==> src/rtl/rpn_defs.sv <==
// rpn_defs: shared state codes, display-select codes and default widths for the RPN controller
package rpn_defs;
  typedef enum logic [2:0] {
    CARREGA_A  = 3'd0,
    CARREGA_B  = 3'd1,
    CARREGA_OP = 3'd2,
    CALCULA    = 3'd3,
    MOSTRA     = 3'd4,
    ERRO       = 3'd5
  } estado_t;
  localparam logic [1:0] DISP_CHAVES    = 2'b00;
  localparam logic [1:0] DISP_RESULTADO = 2'b01;
  localparam logic [1:0] DISP_ERRO      = 2'b10;
  localparam int CONT_W_PADRAO = 8;
endpackage

==> src/rtl/condicionador_botao.sv <==
// condicionador_botao: synchronizes, debounces and edge-detects one active-low push-button
// Ports: clk, reset (sync, active-high); i_botao_n raw active-low key; o_pulso one-cycle press pulse.
module condicionador_botao #(
  parameter int DEBOUNCE_CYCLES = 250000
) (
  input  logic clk,
  input  logic reset,
  input  logic i_botao_n,
  output logic o_pulso
);
  localparam int W = $clog2(DEBOUNCE_CYCLES + 1);
  localparam logic [W-1:0] LIMITE = W'(DEBOUNCE_CYCLES - 1);
  logic r_s1, r_s2, r_nivel, r_nivel_ant;
  logic [W-1:0] r_cnt;
  logic w_difere;
  assign w_difere = r_s2 != r_nivel;
  always_ff @(posedge clk)
    if (reset) begin
      r_s1        <= 1'b0;
      r_s2        <= 1'b0;
      r_nivel     <= 1'b0;
      r_nivel_ant <= 1'b0;
      r_cnt       <= '0;
    end else begin
      r_s1        <= ~i_botao_n;
      r_s2        <= r_s1;
      r_nivel_ant <= r_nivel;
      // any cycle where the synced level agrees with the filtered one restarts the count
      r_cnt       <= (!w_difere || r_cnt == LIMITE) ? '0 : r_cnt + 1'b1;
      if (w_difere && r_cnt == LIMITE) r_nivel <= r_s2;
    end
  assign o_pulso = r_nivel & ~r_nivel_ant;
endmodule

==> src/rtl/controlador_rpn_sequencial.sv <==
// controlador_rpn_sequencial: button-driven FSM sequencing the A/B/Op/Result registers of the RPN ALU
// Ports: clk, reset (sync, active-high); botao_acao_n/botao_cancela_n raw keys; alu_erro ALU error flag;
// enable_reg_*/limpa_regs one-cycle datapath strobes; sel_A_resultado chaining select;
// estado, sel_display, led_erro status; contagem_ops completed-operation counter.
module controlador_rpn_sequencial
  import rpn_defs::*;
#(
  parameter int DEBOUNCE_CYCLES = 250000,
  parameter int CONT_W          = CONT_W_PADRAO
) (
  input  logic              clk,
  input  logic              reset,
  input  logic              botao_acao_n,
  input  logic              botao_cancela_n,
  input  logic              alu_erro,
  output logic              enable_reg_A,
  output logic              sel_A_resultado,
  output logic              enable_reg_B,
  output logic              enable_reg_Op,
  output logic              enable_reg_Resultado,
  output logic              limpa_regs,
  output logic [2:0]        estado,
  output logic [1:0]        sel_display,
  output logic              led_erro,
  output logic [CONT_W-1:0] contagem_ops
);
  estado_t r_estado, w_prox;
  logic [CONT_W-1:0] r_cont;
  logic w_acao_p, w_cancela_p;
  condicionador_botao #(.DEBOUNCE_CYCLES(DEBOUNCE_CYCLES)) u_acao (
    .clk(clk), .reset(reset), .i_botao_n(botao_acao_n), .o_pulso(w_acao_p)
  );
  condicionador_botao #(.DEBOUNCE_CYCLES(DEBOUNCE_CYCLES)) u_cancela (
    .clk(clk), .reset(reset), .i_botao_n(botao_cancela_n), .o_pulso(w_cancela_p)
  );
  always_ff @(posedge clk)
    if (reset) begin
      r_estado <= CARREGA_A;
      r_cont   <= '0;
    end else begin
      r_estado <= w_prox;
      if (enable_reg_Resultado) r_cont <= r_cont + 1'b1;
    end
  always_comb begin
    w_prox               = r_estado;
    enable_reg_A         = 1'b0;
    sel_A_resultado      = 1'b0;
    enable_reg_B         = 1'b0;
    enable_reg_Op        = 1'b0;
    enable_reg_Resultado = 1'b0;
    limpa_regs           = 1'b0;
    case (r_estado)
      CARREGA_A: if (w_acao_p) begin
        enable_reg_A = 1'b1;
        w_prox       = CARREGA_B;
      end
      CARREGA_B: if (w_acao_p) begin
        enable_reg_B = 1'b1;
        w_prox       = CARREGA_OP;
      end
      CARREGA_OP: if (w_acao_p) begin
        enable_reg_Op = 1'b1;
        w_prox        = CALCULA;
      end
      CALCULA: begin
        enable_reg_Resultado = ~alu_erro;
        w_prox               = alu_erro ? ERRO : MOSTRA;
      end
      MOSTRA: if (w_acao_p) begin
        enable_reg_A    = 1'b1;
        sel_A_resultado = 1'b1;
        w_prox          = CARREGA_B;
      end
      ERRO: if (w_acao_p) begin
        limpa_regs = 1'b1;
        w_prox     = CARREGA_A;
      end
      default: w_prox = CARREGA_A;
    endcase
    // cancel overrides everything, but illegal codes keep all outputs low
    if (w_cancela_p && r_estado <= ERRO) begin
      enable_reg_A         = 1'b0;
      sel_A_resultado      = 1'b0;
      enable_reg_B         = 1'b0;
      enable_reg_Op        = 1'b0;
      enable_reg_Resultado = 1'b0;
      limpa_regs           = 1'b1;
      w_prox               = CARREGA_A;
    end
  end
  assign sel_display  = r_estado == MOSTRA ? DISP_RESULTADO : r_estado == ERRO ? DISP_ERRO : DISP_CHAVES;
  assign led_erro     = r_estado == ERRO;
  assign estado       = r_estado;
  assign contagem_ops = r_cont;
endmodule

==> config.mk <==
export PLATFORM = sky130hd
export DESIGN_NAME = controlador_rpn_sequencial
export DESIGN_NICKNAME = d
export VERILOG_FILES = /design/src/rtl/rpn_defs.sv /design/src/rtl/condicionador_botao.sv /design/src/rtl/controlador_rpn_sequencial.sv
export SDC_FILE = /design/constraint.sdc
export NUM_CORES = 1
export LEC_CHECK = 0
export ABC_AREA = 1
export CAP_MARGIN = 10
export CORE_UTILIZATION = 57
export DETAILED_ROUTE_END_ITERATION = 12
export GPL_TIMING_DRIVEN = 0
export PLACE_DENSITY = 0.79
export SETUP_SLACK_MARGIN = 0.2
export SYNTH_ARGS = -nofsm -noshare
export SYNTH_HDL_FRONTEND = slang
export SYNTH_SLANG_ARGS = --single-unit
==> constraint.sdc <==
create_clock -name clk -period 1.55 [get_ports clk]
set_input_delay 0.2325 -clock clk [delete_from_list [all_inputs] [get_ports clk]]
set_output_delay 0.2325 -clock clk [all_outputs]
set_load 0.03 [all_outputs]
==> metrics, run 1 <==
critical path arrival=1.28 ns; power density over the cells=668 nW/um^2; syn nets=395; max_slew headroom=80.4%; core area=4410 sq um; max-slew violation count=0; Die Wd=70.2 um; Final GP Congestion=0.840; Nets=450; Tot GR Track Use=26.1%; worst-skew pair later-pin latency=0.31 ns; Routed WL=6.55 mm; clock buffer depth=2; Starting Density=60.1%; top cells by count, synth=nor2_1, nand2_1, dfxtp_1; synthesized area=2650 sq um; #FFs+latches synth=55; PortBufs=24; final hold violation count=0; CP Class=reg2out; area share of the largest cell type after synthesis=41.5%; initial antenna violation count=0; Antenna Cells=0; kind of capture point of the worst setup path=output pin; Worst-path clk slew=0.09 ns; reg2reg setup slack=0.14 ns; CP Max Fanout=5; top post-synthesis cells by area=dfxtp_1, nor2_1, nand2_1, inv_1, a21oi_1; multi-input logic area=1680 sq um; first-pass GRT wire length=10.4 mm; syn_area_per_cell=6.85 sq um; DR pass1 iterations=4; CTS tree=built; sequential fraction of the synthesis area=41.5%; wire length per cell=13.2 um; GR Overflow Total=0; P&R area growth vs syn=36.5%; Critical Path Start Type=flip-flop; Post-synth EDFFs=0; number of global-route vias before repair=2399; Max Cap Viol=0; final core area utilization=82.0%; setup ws final=0.0365 ns; Syn. warnings=0; Final Cycle Share=97.6%; Root Driver=clkbuf_8; final setup fails=0; H-Tree Level Count=2; fillcell total=287; DR vias/cell=5.37; largest net degree at the start of global routing=17; worst hold path class=reg2reg; WP data required=1.32 ns; Post-Syn Instances=387; fmax=0.661 GHz; DP HPWL=4.00 mm; post-route ant nets=0; Least-Margin Pin Slew=0.293 ns; top_reg_cell synth=dfxtp_1; TNS Setup=0 ns; status=finished clean; setup repair after global routing missed its margin=true; DRT iter0 DRCs=133; layout cells sized above 1=30.9%; TritonCTS buffer count=5; Cell Rows=24; Clock Skews=0.00692 ns; clock sink count=55; FF/Latch Area=1130 sq um; area leader, netlist=dfxtp_1; pre-CTS setup slack=-0.537 ns; Max VDD drop=635 uV; min Tclk post-route=1.51 ns; vias=2656; drt drc=0; Netlist cell types=25; DIE AREA=4930 sq um; most common cell in the netlist=nor2_1; Die Y=70.2 um; Synth async-reset ratio=0%; io pins=25; Leak=1.21 nW
==> cell families (layout without fill, tap and decap cells) <==
group	count (synthesis)	count (layout)	synth area share (%)
buffers and inverters	44	100	6.80
xor gates and xnor gates	16	16	5.29
adders and majority gates	3	3	1.42
DFF	55	55	41.5
AOI/OAI and AO/OA	37	37	7.13
and+or+nand+nor	232	232	37.8
==> report_power, final <==
| group | total [W] | switching, W | internal (W) | leakage [nW] |
|---|---|---|---|---|
| Combinational | 0.0000736 | 0.0000391 | 0.0000345 | 0.700 |
| Sequential | 0.00141 | 0.00000360 | 0.00141 | 0.451 |
| Clock | 0.000930 | 0.000456 | 0.000474 | 0.0556 |
| Total | 0.00242 | 0.000499 | 0.00192 | 1.21 |
==> metal layers <==
metal / up-vias / track usage, % / routed length, um
li1: 1336 / - / -
met5: - / 0 / 0
met3: 19 / 6.78 / 275
met2: 83 / 45.8 / 3320
met4: 0 / 10.0 / 194
met1: 1218 / 30.3 / 2760
==> area by class of cell <==
type / count / area share (%)
Clock inverter: 3 / 1.07
Multi-Input combinational cell: 288 / 46.4
Buffer: 3 / 0.864
Sequential cell: 55 / 31.2
Clock buffer: 5 / 1.90
Inverter: 41 / 4.56
Timing Repair Buffer: 48 / 12.2
Tap cell: 52 / 1.80
==> sequential cells by signal (all words and copies together), names as in the netlist <==
register / flops
u_cancela.r_nivel: 1
u_acao.r_s2: 1
u_cancela.r_s1: 1
u_acao.r_nivel_ant: 1
contagem_ops: 8
u_cancela.r_s2: 1
estado: 3
u_acao.r_cnt: 18
u_acao.r_s1: 1
u_cancela.r_cnt: 18
u_cancela.r_nivel_ant: 1
u_acao.r_nivel: 1
==> final timing paths <==
| kind | start | to | cells after the start |
|---|---|---|---|
| worst min register to register | u_acao.r_s1$_SDFF_PP0_ | u_acao.r_s2$_SDFF_PP0_ | 2 |
| worst min-delay path | u_acao.r_s1$_SDFF_PP0_ | u_acao.r_s2$_SDFF_PP0_ | 2 |
| worst max-delay path | estado[1]$_SDFFE_PP0P_ | sel_A_resultado | 5 |
| worst max register to register | u_cancela.r_cnt[1]$_SDFF_PP0_ | u_cancela.r_cnt[17]$_SDFF_PP0_ | 9 |
==> per-stage QoR <==
stage	hold WS [ns]	total power [W]	area, sq um	cells
3_5_place_dp	0.407	0.00150	3030	463
2_1_floorplan	0.299	0.00148	2730	387
6_report	0.418	0.00242	3620	495
3_3_place_gp	0.399	0.00150	3030	463
4_1_cts	0.422	0.00242	3410	491
5_1_grt	0.436	0.00248	3620	495
==> critical path, cell delays in order, from the launching register on <==
cell and delay (ns):
dfxtp_4 0.41, nand2_4 0.07, nand2_4 0.10, nand2_8 0.08, nor3_4 0.17, buf_6 0.15
==> layout by cell type, fill, tap and decap left out, types with 2 or more instances in the layout <==
cell type        count
nand2_4              7
clkbuf_8             5
nand2_2              6
clkbuf_2             7
nor2_4              11
o21ai_0             10
nor3_4               2
dfxtp_4              5
nor3_2               2
nor2_2              15
nor3_1               4
xor2_1              12
clkdlybuf4s50_1      4
a21oi_2             16
clkdlybuf4s15_1      3
buf_4               17
nand2_1             75
dfxtp_1             43
ha_4                 2
nor2_1              68
nand4_1              6
buf_6               16
a21oi_1              8
or2_2                4
inv_2                3
dfxtp_2              7
inv_1               35
or2_0                3
nand3b_1             3
xnor2_1              4
nand3_1             21
==> what timing repair did <==
| action | 4_1_cts | 5_1_grt |
|---|---|---|
| gates resized for setup | 118 | 66 |
| setup buffers | 19 | 3 |
| gates cloned | 1 | 1 |
| hold buffers | 0 | 0 |
| endpoints found under the setup margin | 58 | 59 |
| pin swaps | 10 | 11 |
(Power assumes the default switching activity.)
==> run 2, diff against run 1 <==
Settings changed: PLACE_DENSITY 0.79 to 0.75.
==> run 2 against run 1 <==
Hold slack improved by 0.0060 ns. Total power rose by 0.36%. Global-route usage fell by 0.11 points. Critical path depth fell by 2. Worst setup slack improved by 0.0072 ns. Count of clock-buffer cells in the layout rose by 1. Design area rose by 1.6%. Critical endpoint is now enable_reg_Op. Largest cell class unchanged.
==> metrics, run 2 (synthesis results as in run 1) <==
Critical Path Start Type=flip-flop; worst hold slack=0.424 ns (+0.00595 ns); Power, Total=0.00243 W (+0.36%); DR vias/cell=5.30 (-1.2%); wire length per cell=13.1 um (-0.86%); Tot GR Track Use=26.0% (-0.11 points); clock buffer depth=2 (unchanged); worst-skew pair later-pin latency=0.32 ns (about the same); GR Overflow Total=0 (unchanged); min Tclk post-route=1.51 ns (-0.00724 ns); placed cell areas=3030 sq um (unchanged); TritonCTS buffer count=5 (unchanged); fmax=0.664 GHz (+0.48%); Die Y=70.2 um (unchanged); Die Wd=70.2 um (unchanged); TNS Setup=0 ns (unchanged); core area=4410 sq um (unchanged); hold path start=u_cancela.r_s1$_SDFF_PP0_; Worst R2R Start=u_cancela.r_cnt[0]$_SDFF_PP0_; number of global-route vias before repair=2497 (+4.1%); most frequent cells in the layout=nand2_1, nor2_1, dfxtp_1; commonest non-fill, non-tap cell in the layout=nand2_1; WP data required=1.32 ns (about the same); first-pass GRT wire length=10.3 mm (-0.66%); Final GP Congestion=0.818 (-2.6%); clock sink count=55 (unchanged); CP Class=reg2out; max_slew headroom=78.2% (-2.2 points); Antenna Cells=0 (unchanged); reg2reg setup slack=0.10 ns (-0.04 ns); H-Tree Level Count=2 (unchanged); DRT iter0 DRCs=115 (-14%); Worst-path clk slew=0.09 ns (about the same); power density over the cells=660 nW/um^2 (-1.2%); kind of capture point of the worst setup path=output pin; Nets=455 (+1.1%); P&R area growth vs syn=38.7%; Leak=1.23 nW (+1.5%); critical path arrival=1.27 ns (about the same); largest net degree at the start of global routing=16 (-1); io pins=25 (unchanged); final hold violation count=0 (unchanged); layout cells sized above 1=32.9% (+2.0 points); status=finished clean; CP Max Fanout=7 (+2); Max VDD drop=627 uV (-1.2%); DR pass1 iterations=5 (+1); DP HPWL=3.93 mm (-1.8%); post-route cell area=3680 sq um (+1.6%); DIE AREA=4930 sq um (unchanged); CTS Hold Bufs=0 (unchanged); post-route ant nets=0 (unchanged); final std cells w/o fill=499 (+0.81%); Max Cap Viol=0 (unchanged); crit path launch=estado[2]$_SDFFE_PP0P_; PortBufs=24 (unchanged); drt drc=0 (unchanged); fillcell total=299 (+4.2%); vias=2645 (-0.41%); max-slew violation count=0 (unchanged); final setup fails=0 (unchanged); worst hold path class=reg2reg; Placed Instances=463 (unchanged); Starting Density=60.1% (unchanged); CTS tree=built; Cell Rows=24 (unchanged); Final Cycle Share=97.2% (-0.47 points); multi-input logic area=1700 sq um (+1.1%); setup repair after global routing missed its margin=true; Least-Margin Pin Slew=0.326 ns (+0.0328 ns); Root Driver=clkbuf_8; FF/Latch Area=1130 sq um (+0.55%); Clock Skews=0.0103 ns (+0.00339 ns); Routed WL=6.55 mm (about the same); initial antenna violation count=0 (unchanged)
-- run 2: cell count changes in the layout (fill, tap and decap cells not counted), moves of 2 or more --
cell / change
dfxtp_1: -5
dfxtp_2: +5
buf_4: +4
nor2_2: -3
a21oi_1: -2
a21oi_2: +2
buf_6: +2
clkbuf_2: -2
nor2_4: +2
o21ai_0: -2
o21ai_1: +2
-- run 2: power by group --
| group | internal (W) | switching, W |
|---|---|---|
| combinational | 0.0000333 | 0.0000397 |
| sequential | 0.00141 | 0.00000382 |
| clock | 0.000475 | 0.000465 |
-- run 2: repair_timing --
item	in CTS	in global routing
endpoints found under the hold margin	0	0
buffers inserted	20	7
gates cloned	2	0
pin swaps	10	14
setup endpoints to repair	58	57
gates resized for setup	115	82
-- run 2: area by class of cell --
type | instances | area share, %
Multi-Input combinational cell | 288 | 46.2
Sequential cell | 55 | 30.9
Timing Repair Buffer | 53 | 13.1
Inverter | 41 | 4.49
Clock buffer | 6 | 1.97
Tap cell | 52 | 1.77
Clock inverter | 1 | 0.817
Buffer | 3 | 0.749
-- run 2: worst paths after layout --
kind / to / cells after the start
max: enable_reg_Op / 3
min: u_cancela.r_s2$_SDFF_PP0_ / 2
max reg2reg: u_cancela.r_cnt[11]$_SDFF_PP0_ / 6
min reg2reg: u_cancela.r_s2$_SDFF_PP0_ / 2
-- run 2: routing by layer --
layer	track usage, %	part of all wire (%)
met3	4.76	5.8
met4	10.2	2.0
met5	0	0
met2	45.7	50
met1	31.2	42
-- run 2: per-stage QoR --
step	worst slack (ns)	util (%)
finish	0.0438	83.3
global route	-0.0119	83.3
CTS	0.0214	77.1
detailed placement	-0.522	68.7
global placement	-0.530	68.7
floorplan	0.106	-
-- run 2: worst max-delay path, cell delays in order (launching register included) --
cell	delay [ns]
dfxtp_4	0.39
buf_6	0.13
nor4_4	0.25
buf_4	0.19
==> run 3, diff against run 2 <==
Settings changed: CORE_UTILIZATION 57 to 52, PLACE_DENSITY 0.75 to 0.69.
==> run 3 against run 2 <==
The run now ends with setup timing left. Clock skew fell by 0.0041 ns. Total power is 4.8% lower. Sequential power is essentially flat. Final cell count is 4.0% higher. Sequential share of layout area down 1.5 points. Hold slack worse by 0.0023 ns. Critical endpoint is now sel_A_resultado. Largest power group unchanged.
==> metrics, run 3 (synthesis results as in run 1) <==
Tot GR Track Use=24.4% (-1.6 points); Cell Rows=25 (+4.2%); Placed Instances=478 (+3.2%); layout cells sized above 1=37.6% (+4.7 points); status=finished with violations; final std cells w/o fill=519 (+4.0%); Max Cap Viol=0 (unchanged); max_slew headroom=78.0% (-0.14 points); most frequent cells in the layout=nand2_1, nor2_1, dfxtp_1; Routed WL=6.59 mm (+0.60%); P&R area growth vs syn=45.7%; initial antenna violation count=0 (unchanged); Power, Total=0.00231 W (-4.8%); post-route cell area=3860 sq um (+5.1%); worst-skew pair later-pin latency=0.30 ns (-0.02 ns); number of global-route vias before repair=2364 (-5.3%); Critical Path Start Type=flip-flop; critical path arrival=1.35 ns (+0.08 ns); clock sink count=55 (unchanged); Max VDD drop=511 uV (-19%); setup ws final=-0.0362 ns (-0.0800 ns); WP data required=1.32 ns (about the same); vias=2634 (-0.42%); H-Tree Level Count=2 (unchanged); kind of capture point of the worst setup path=output pin; Clock Skews=0.00624 ns (-0.00408 ns); PortBufs=24 (unchanged); io pins=25 (unchanged); core area=4820 sq um (+9.1%); Least-Margin Pin Slew=0.327 ns (+0.00145 ns); Antenna Cells=0 (unchanged); CTS tree=built; post-route ant nets=0 (unchanged); Die Y=73.4 um (+4.6%); first-pass GRT wire length=10.2 mm (-0.80%); Starting Density=55.0% (-5.0 points); fmax=0.630 GHz (-5.0%); largest net degree at the start of global routing=17 (+1); DR pass1 iterations=4 (-1); Worst-path clk slew=0.09 ns (about the same); Nets=459 (+0.88%); Final GP Congestion=0.881 (+7.7%); CP Max Fanout=5 (-2); Final Cycle Share=102% (+5.2 points); GR Overflow Total=0 (unchanged); CP Class=reg2out; failing checks=setup timing; DP HPWL=3.92 mm (-0.16%); TNS Setup=-0.0530 ns (-0.0530 ns); power density over the cells=598 nW/um^2 (-9.4%); Die Wd=73.4 um (+4.6%); Leak=1.30 nW (+6.3%); wire length per cell=12.7 um (-3.3%); DRT iter0 DRCs=92 (-20%); clock buffer depth=2 (unchanged); setup repair after global routing missed its margin=true; drt drc=0 (unchanged); TritonCTS buffer count=5 (unchanged); min Tclk post-route=1.59 ns (+0.0800 ns); DR vias/cell=5.08 (-4.3%); DIE AREA=5390 sq um (+9.3%); placed cell areas=3050 sq um (+0.62%); commonest non-fill, non-tap cell in the layout=nand2_1; Root Driver=clkbuf_8; max-slew violation count=0 (unchanged); worst hold path class=reg2reg; final hold violation count=0 (unchanged); final setup fails=2 (+2)
==> run 3: cell count changes in the layout (fill, tap and decap cells not counted), moves of 3 or more <==
| cell | before | now |
|---|---|---|
| clkdlybuf4s15_1 | 3 | 0 |
| nand2_1 | 76 | 71 |
| dfxtp_2 | 12 | 8 |
| dfxtp_1 | 38 | 41 |
| nand2_2 | 6 | 9 |
| nor2_4 | 13 | 22 |
| clkbuf_2 | 5 | 8 |
| nor2_1 | 69 | 61 |
| o21ai_2 | 0 | 3 |
==> run 3: layer usage <==
| metal | track usage [%] | vias up | share of wire, % |
|---|---|---|---|
| li1 | - | 1356 | - |
| met1 | 30.6 | 1211 | 45 |
| met2 | 42.3 | 58 | 50 |
| met3 | 4.39 | 9 | 3.2 |
| met4 | 8.33 | 0 | 1.2 |
| met5 | 0 | - | 0 |
==> run 3: final cells by class <==
cell class,instances,area [sq um]
Tap cell,67,83.8
Fill cell,325,953
Sequential cell,55,1130
Timing Repair Buffer,57,533
Buffer,3,35.0
Clock buffer,7,86.3
Inverter,41,163
Multi-Input combinational cell,288,1820
Clock inverter,1,5.00
==> run 3: report_power, final <==
part / switching (W) / leakage, nW / internal (W) / total, W
clock network: 0.000452 / 0.0482 / 0.000362 / 0.000814
registers: 0.00000431 / 0.453 / 0.00141 / 0.00141
logic: 0.0000450 / 0.802 / 0.0000388 / 0.0000838
total: 0.000501 / 1.30 / 0.00181 / 0.00231
==> run 3: worst paths after layout <==
kind / from / to / slack (ns) / cells past startpoint
min reg2reg: u_acao.r_s1$_SDFF_PP0_ / u_acao.r_s2$_SDFF_PP0_ / 0.42 / 2
max: u_acao.r_nivel$_SDFFE_PP0P_ / sel_A_resultado / -0.04 / 6
min: u_acao.r_s1$_SDFF_PP0_ / u_acao.r_s2$_SDFF_PP0_ / 0.42 / 2
max reg2reg: u_acao.r_cnt[0]$_SDFF_PP0_ / u_acao.r_cnt[2]$_SDFF_PP0_ / 0.13 / 7
==> run 3: critical path, cell delays in order, from the launching register on <==
cell,delay (ns)
dfxtp_1,0.33
inv_2,0.08
nor2_4,0.14
nand2_4,0.09
buf_12,0.13
nor3_4,0.12
buf_6,0.15
==> run 3: per-stage QoR <==
| step | worst slack (ns) | utilization, % | hold slack [ns] |
|---|---|---|---|
| floorplan | 0.106 | - | 0.299 |
| global placement | -0.522 | 63.3 | 0.391 |
| detailed placement | -0.513 | 63.3 | 0.407 |
| CTS | -0.0129 | 71.3 | 0.422 |
| global route | -0.0975 | 80.2 | 0.451 |
| finish | -0.0362 | 80.2 | 0.422 |
==> run 3: repair_timing <==
| action | 4_1_cts | 5_1_grt |
|---|---|---|
| setup buffers | 20 | 11 |
| hold endpoints to repair | 0 | 0 |
| pin swaps | 13 | 22 |
| hold buffers | 0 | 0 |
| gates resized for setup | 119 | 111 |
| gates cloned | 1 | 1 |
| setup endpoints to repair | 60 | 60 |
